File: src/rtl/pixel_fetch_ctrl.sv
// Raster-order pixel SRAM read sequencer: one req/ack read per pixel, col/row indices, eol/eof strobes, done pulse.
// Optional macro FETCH_BACKPRESSURE_EN adds out_ready, which gates raising of rd_req.
module pixel_fetch_ctrl #(
  parameter int COL_BITS  = 10,
  parameter int ROW_BITS  = 10,
  parameter int ADDR_BITS = 20
) (
  input  logic                 clk,
  input  logic                 n_rst,
  input  logic                 start,
  input  logic                 abort,
  input  logic [COL_BITS-1:0]  img_width,
  input  logic [ROW_BITS-1:0]  img_height,
  input  logic [ADDR_BITS-1:0] base_addr,
`ifdef FETCH_BACKPRESSURE_EN
  input  logic                 out_ready,
`endif
  output logic                 rd_req,
  output logic [ADDR_BITS-1:0] rd_addr,
  input  logic                 rd_ack,
  output logic [COL_BITS-1:0]  col,
  output logic [ROW_BITS-1:0]  row,
  output logic                 eol,
  output logic                 eof,
  output logic                 busy,
  output logic                 done,
  output logic                 cfg_err
);

  typedef enum logic [1:0] {S_IDLE, S_FETCH, S_DONE} state_t;

  state_t               r_state;
  logic [COL_BITS-1:0]  r_width_m1;
  logic [ROW_BITS-1:0]  r_height_m1;
  logic [ADDR_BITS-1:0] r_addr;
  logic [COL_BITS-1:0]  r_col;
  logic [ROW_BITS-1:0]  r_row;
  logic                 r_rd_req;
  logic                 r_eol;
  logic                 r_eof;
  logic                 r_busy;
  logic                 r_done;
  logic                 r_cfg_err;

  logic w_dim_ok;
  logic w_accept;
  logic w_last_col;
  logic w_last_row;
  logic w_req_go;

  assign w_dim_ok   = (img_width != '0) && (img_height != '0);
  assign w_accept   = r_rd_req && rd_ack;
  assign w_last_col = (r_col == r_width_m1);
  assign w_last_row = (r_row == r_height_m1);

`ifdef FETCH_BACKPRESSURE_EN
  assign w_req_go = out_ready;
`else
  assign w_req_go = 1'b1;
`endif

  always_ff @(posedge clk or negedge n_rst) begin
    if (!n_rst) begin
      r_state     <= S_IDLE;
      r_width_m1  <= '0;
      r_height_m1 <= '0;
      r_addr      <= '0;
      r_col       <= '0;
      r_row       <= '0;
      r_rd_req    <= 1'b0;
      r_eol       <= 1'b0;
      r_eof       <= 1'b0;
      r_busy      <= 1'b0;
      r_done      <= 1'b0;
      r_cfg_err   <= 1'b0;
    end else begin
      r_eol     <= 1'b0;
      r_eof     <= 1'b0;
      r_done    <= 1'b0;
      r_cfg_err <= 1'b0;
      case (r_state)
        S_IDLE: begin
          if (start) begin
            if (!w_dim_ok) begin
              r_cfg_err <= 1'b1;
            end else begin
              r_width_m1  <= img_width - COL_BITS'(1);
              r_height_m1 <= img_height - ROW_BITS'(1);
              r_addr      <= base_addr;
              r_col       <= '0;
              r_row       <= '0;
              r_rd_req    <= w_req_go;
              r_busy      <= 1'b1;
              r_state     <= S_FETCH;
            end
          end
        end
        S_FETCH: begin
          // Abort beats a same-cycle ack: the pixel on the bus is not consumed.
          if (abort) begin
            r_rd_req <= 1'b0;
            r_busy   <= 1'b0;
            r_state  <= S_IDLE;
          end else if (w_accept) begin
            r_addr <= r_addr + ADDR_BITS'(1);
            if (w_last_col) begin
              r_col <= '0;
              r_row <= r_row + ROW_BITS'(1);
              r_eol <= 1'b1;
              if (w_last_row) begin
                r_eof    <= 1'b1;
                r_rd_req <= 1'b0;
                r_busy   <= 1'b0;
                r_state  <= S_DONE;
              end else begin
                r_rd_req <= w_req_go;
              end
            end else begin
              r_col    <= r_col + COL_BITS'(1);
              r_rd_req <= w_req_go;
            end
          end else if (!r_rd_req) begin
            r_rd_req <= w_req_go;
          end
        end
        S_DONE: begin
          r_done  <= 1'b1;
          r_state <= S_IDLE;
        end
        default: r_state <= S_IDLE;
      endcase
    end
  end

  assign rd_req  = r_rd_req;
  assign rd_addr = r_addr;
  assign col     = r_col;
  assign row     = r_row;
  assign eol     = r_eol;
  assign eof     = r_eof;
  assign busy    = r_busy;
  assign done    = r_done;
  assign cfg_err = r_cfg_err;

endmodule
File: config.mk
export PLATFORM = sky130hd
export DESIGN_NAME = pixel_fetch_ctrl
export DESIGN_NICKNAME = d
export VERILOG_FILES = /design/src/rtl/pixel_fetch_ctrl.sv
export SDC_FILE = /design/constraint.sdc
export NUM_CORES = 1
export LEC_CHECK = 0
export ABC_AREA = 1
export ABC_CLOCK_PERIOD_IN_PS = 3300
export CAP_MARGIN = 20
export CORE_UTILIZATION = 51
export CTS_CLUSTER_SIZE = 24
export DETAILED_ROUTE_END_ITERATION = 7
export DONT_BUFFER_PORTS = 1
export PLACE_DENSITY = 0.68
export SYNTH_ARGS = -nofsm -noshare
export SYNTH_HDL_FRONTEND = slang
export SYNTH_SLANG_ARGS = --single-unit
File: constraint.sdc
create_clock -name clk -period 3.3 [get_ports clk]
set_input_delay 0.33 -clock clk [delete_from_list [all_inputs] [get_ports clk]]
set_output_delay 0.33 -clock clk [all_outputs]
set_load 0.02 [all_outputs]
Yosys cells after proc, flatten, opt, wreduce, memory -nomap -nowiden
Index checks and enable logic that the tools add are counted.
{ "op_classes": {"add_sub_neg": 5, "eq_ne": 12, "muxes": 47, "n_reduce_logical": 12} }
{ "op_table": {"columns": ["operator", "count"], "rows": [
  ["10-bit two-way mux", 8],
  ["20-bit two-way mux", 4],
  ["10-bit case mux with 2 select lines", 2],
  ["20-bit case mux with 2 select lines", 1],
  ["1-bit two-way mux", 23],
  ["10-bit by 1-bit adder with 10-bit output, second input constant", 2],
  ["20-bit by 1-bit adder with 20-bit output, second input constant", 1],
  ["10-bit equality test", 2],
  ["10-bit nonzero test", 2],
  ["10-bit by 1-bit subtractor with 10-bit output, second input constant", 2],
  ["2-bit two-way mux", 6],
  ["6-bit AND reduction", 2],
  ["2-bit inequality test, second input constant", 5],
  ["5-bit AND reduction", 2],
  ["3-bit inequality test, second input constant", 3],
  ["3-bit AND reduction", 2],
  ["1-bit case mux with 2 select lines", 2],
  ["2-bit case mux with 2 select lines", 1],
  ["2-bit by 1-bit equality test with 1-bit output, second input constant", 1],
  ["2-bit equality test, second input constant", 1],
  ["1-bit logical AND", 2],
  ["2-bit logical NOT", 1],
  ["2-bit nonzero test", 1]
]} }
{ "totals": {"reg_bits": 68, "out_inout_bits": 46, "elab_cells": 88} }

Logic depth before layout (Yosys ltp)
{ "depth": {"word_depth": 6, "ltp_mapped": 12, "mapped_depth_nobuf": 11} }

Worst setup path after synthesis
No wires, ideal clock.
{ "synth_path": {"kind": "register to register", "start": "register r_addr[0] (netlist: rd_addr[0])", "end": "register r_addr[14] (netlist: rd_addr[14])", "setup_time_ns": 0.072, "arrival_ns": 1.665, "setup_slack_ns": 1.563, "path_stages_with_launch": 12, "path_buffers": 0, "synth_period_minus_slack_ns": 1.737, "cell_sequence": "dfrtp_1 ha_1 nand2_1 nor2_1 nand2_1 nor2_1 inv_1 o21ai_0 nand2_1 nand2_1 inv_1 nor2_1"} }
{ "synth_via": {"elab_chain_len": 4} }
{ "synth_lines": {"columns": ["item", "line", "rtl"], "rows": [
  ["start: declaration", "35", "logic [ADDR_BITS-1:0] r_addr;"],
  ["start signal: assignment", "89", "r_addr <= base_addr;"],
  ["start signal: assignment", "105", "r_addr <= r_addr + ADDR_BITS'(1);"],
  ["20-bit by 1-bit adder with 20-bit output", "105", null],
  ["20-bit two-way mux", "104", "end else if (w_accept) begin"],
  ["20-bit two-way mux", "100", "if (abort) begin"],
  ["20-bit case mux with 2 select lines", "81", "case (r_state)"]
]} }
Every way passes these cells. The select of a mux whose other input is x is not followed.
A chain may end at the register's enable or synchronous reset.

Worst setup path in the final report
{ "layout_path": {"start": "register r_col[4] (netlist: col[4])", "end": "register r_row[3] (netlist: row[3])"} }
{ "layout_via": {"elab_chain_len": 3} }
{ "layout_lines": {"columns": ["item", "line", "rtl"], "rows": [
  ["start: declaration", "36", "logic [COL_BITS-1:0] r_col;"],
  ["start signal: assignment", "119", "r_col <= r_col + COL_BITS'(1);"],
  ["10-bit equality test", "53", "assign w_last_col = (r_col == r_width_m1);"],
  ["2-bit inequality test (no source line)", null, null],
  ["6-bit AND reduction (no source line)", null, null],
  ["end signal: assignment", "108", "r_row <= r_row + ROW_BITS'(1);"],
  ["end: declaration", "37", "logic [ROW_BITS-1:0] r_row;"]
]} }
Every way passes these cells.

==> flow_summary.yaml <==
status:
  status: "finished clean"
detailed_routing:
  num_vias: 3886
  firstDrtPassIters: 5
  drtIter0Drc: 221
  drc: 0
  drt_wl_total_um: 10100
  vias_per_cell: 5.43
  ant_nets: 0
  wl_per_cell_um: 14.1
placement:
  dp_hpwl_um: 7090
  pre_cts_ws_ps: 672
  io_buffer_count: 0
  routabilityCongestion: 0.884
final_layout:
  diodes: 0
  layout.nets: 659
  layout_commonest_cell: "nand2_1"
  area_delta_synth_final_pct: 6.67
  drive_gt1_frac: 0.0506
  final_cell_mix: "193 x nand2_1, 83 x nor2_1, 68 x dfrtp_1"
  fin_util: 0.573
clocking:
  clk_pin_slew_ps: 80
  cts_sinks: 68
  clkLatencyLatePin_ps: 340
  htreeDepth: 3
  cts_buffers: 9
  cts_buffer_depth: 2
  cts_tree: "yes"
  cts-root-buf: "clkbuf_8"
  post_cts_buffers: 0
critical_path:
  required_ps: 3530
  start_kind: "flip-flop"
  crit_arrival_ps: 2900
  reg2reg_depth: 11
  end_kind: "flip-flop"
  cp_common_cell: "nand2_1"
  path_cells: "inv_1 > nand2_1 > nand2_1 > nor2_1 > nand3_1 > nor2_2 > inv_1 > nand3_1 > nand2_1 > nand2_1 > nand2_1"
  max_stage_delay_ps: 540
  path_max_fanout: 13
  crit_slowest_cell: "dfrtp_1"
  crit_type: "flip-flop to flip-flop"
min_path:
  whs_path_depth: 1
  hp-class: "input port to flip-flop"
global_routing:
  grt_pass1_wl_um: 16600
  grt.total_usage: 0.242
  grt_pass1_vias: 3548
  grt_max_degree: 69
  globalRouteOverflowTotal: 0
  antenna_found_initial: 0
timing:
  slew_viol_final: 0
  setup_violations: 0
  skew_ps: 12.6
  period_share: 0.810
  fin_ws_ps: 627
  rsz0062_at_grt: "false"
  max_slew_margin: 0.462
  max_freq_mhz: 374
  setup_tns_ps: 0
  hold_violations: 0
  fin_crit_ps: 2670
  tightest_slew_ps: 805
floorplan:
  start_util: 0.537
  dieArea_um2: 8680
  fp-row-count: 32
  die_h_um: 93.2
  coreArea_um2: 7890
  die_x_um: 93.2
  ios: 91
synth:
  ys_ff_latch: 68
  ys_seq_area_frac: 0.402
  synth-compound-area-share: 0.0865
  synthCells: 611
  synth-simple-area-share: 0.346
  synth_cell_type_count: 30
  avgSynthCellArea_um2: 6.94
  synth_fa_ha_area_frac: 0.0177
  synth_mux_area_frac: 0
  synthXorXnorAreaFrac: 0.0703
  syn_nets: 662
  synth_top_family_by_area: "simple AND/OR/NAND/NOR gates"
  synth_area_um2: 4240
  ys_warn_count: 0
power_and_ir_drop:
  leakage_nw: 2.21
  p_per_area_nw_per_um2: 826
  ir_drop_uv: 438
flow_run:
  maxCapViolCount: 0
[Yosys cell counts]
library cell    n  area [um^2]
a21boi_4        1         18.8
a21oi_1        11         55.1
a22oi_1         1         7.51
a31oi_1         3         18.8
and2_1          1         6.26
buf_2           8         40.0
buf_4           2         15.0
clkbuf_1        9         33.8
dfrtp_1        68         1700
ha_1            6         75.1
inv_1          60          225
inv_2           4         15.0
nand2_1       193          724
nand2_2         1         6.26
nand3_1        41          205
nand4_1         9         56.3
nor2_1         83          312
nor2_2          2         12.5
nor3_1         15         75.1
nor3_4          1         16.3
nor3b_1         3         22.5
nor4_1          2         12.5
o211ai_1        1         7.51
o21a_1          4         30.0
o21ai_0        39          195
o21ai_1         5         25.0
o21ai_2         1         8.76
or2_2           3         18.8
xnor2_1        12          105
xor2_1         22          193
[registers in the layout (all words and copies together) (netlist names)]
name / count
r_height_m1: 10
busy: 1
r_width_m1: 10
col: 10
r_state: 2
cfg_err: 1
rd_addr: 20
row: 10
rd_req: 1
done: 1
eof: 1
eol: 1
[final timing paths]
check,start,to,slack (ps)
hold / removal,img_height[0],r_height_m1[0],100
max in group asynchronous,n_rst,rd_addr[12],2470
setup / recovery,col[4],row[3],630
setup reg to reg,col[4],row[3],630
hold reg to reg,r_width_m1[8],r_width_m1[8],510
min in group asynchronous,n_rst,rd_addr[18],500
[cells by family after synthesis]
logic type | after synthesis
buf+inv | 83
flops | 68
xor+xnor | 34
simple gates | 354
fa+ha+maj | 6
compound gates | 66
[report_power, final]
group	leakage, nW	switching [W]	internal, W	total (W)
registers	0.860	0.000549	0.00112	0.00167
logic	1.26	0.000924	0.000472	0.00140
clock network	0.0931	0.000319	0.000346	0.000665
total	2.21	0.00179	0.00194	0.00373
[what timing repair did]
| action | in CTS | in global routing |
|---|---|---|
| hold endpoints to repair | 68 | 0 |
| endpoints found under the setup margin | 0 | 0 |
| resized for setup | 0 | 0 |
| hold buffers | 2 | 0 |
[per-stage QoR]
| stage | area (um^2) | cells | hold WS, ps | power (W) |
|---|---|---|---|---|
| finish | 4520 | 715 | 103 | 0.00373 |
| global route | 4520 | 715 | 106 | 0.00405 |
| CTS | 4520 | 715 | 95.8 | 0.00374 |
| detailed placement | 4300 | 697 | 36.1 | 0.00306 |
| global placement | 4300 | 697 | 35.8 | 0.00301 |
| floorplan | 4240 | 611 | 34.4 | 0.00271 |
[critical path, delay by kind of cell, from the launching register on]
family                 cells  cell delay (ps)
and+or+nand+nor            9             1760
DFF                        1              540
buffers and inverters      2              260
[metal layers]
metal  wire, um  part of all wire  vias to the layer above  GRT usage
met3        896             0.089                       15     0.0545
li1           -                 -                     1923          -
met2       4500              0.45                      167      0.377
met5          0                 0                        -          0
met4        142             0.014                        0     0.0808
met1       4550              0.45                     1781      0.333
[layout make-up]
class	instances	area, um^2
clock buffers	11	131
well taps	102	128
repair buffers	5	60.1
inverters	64	240
fillers	759	3370
clock inverters	5	52.6
flip-flops and latches	68	1700
multi-input cells	460	2210
(Power assumes the default switching activity.)
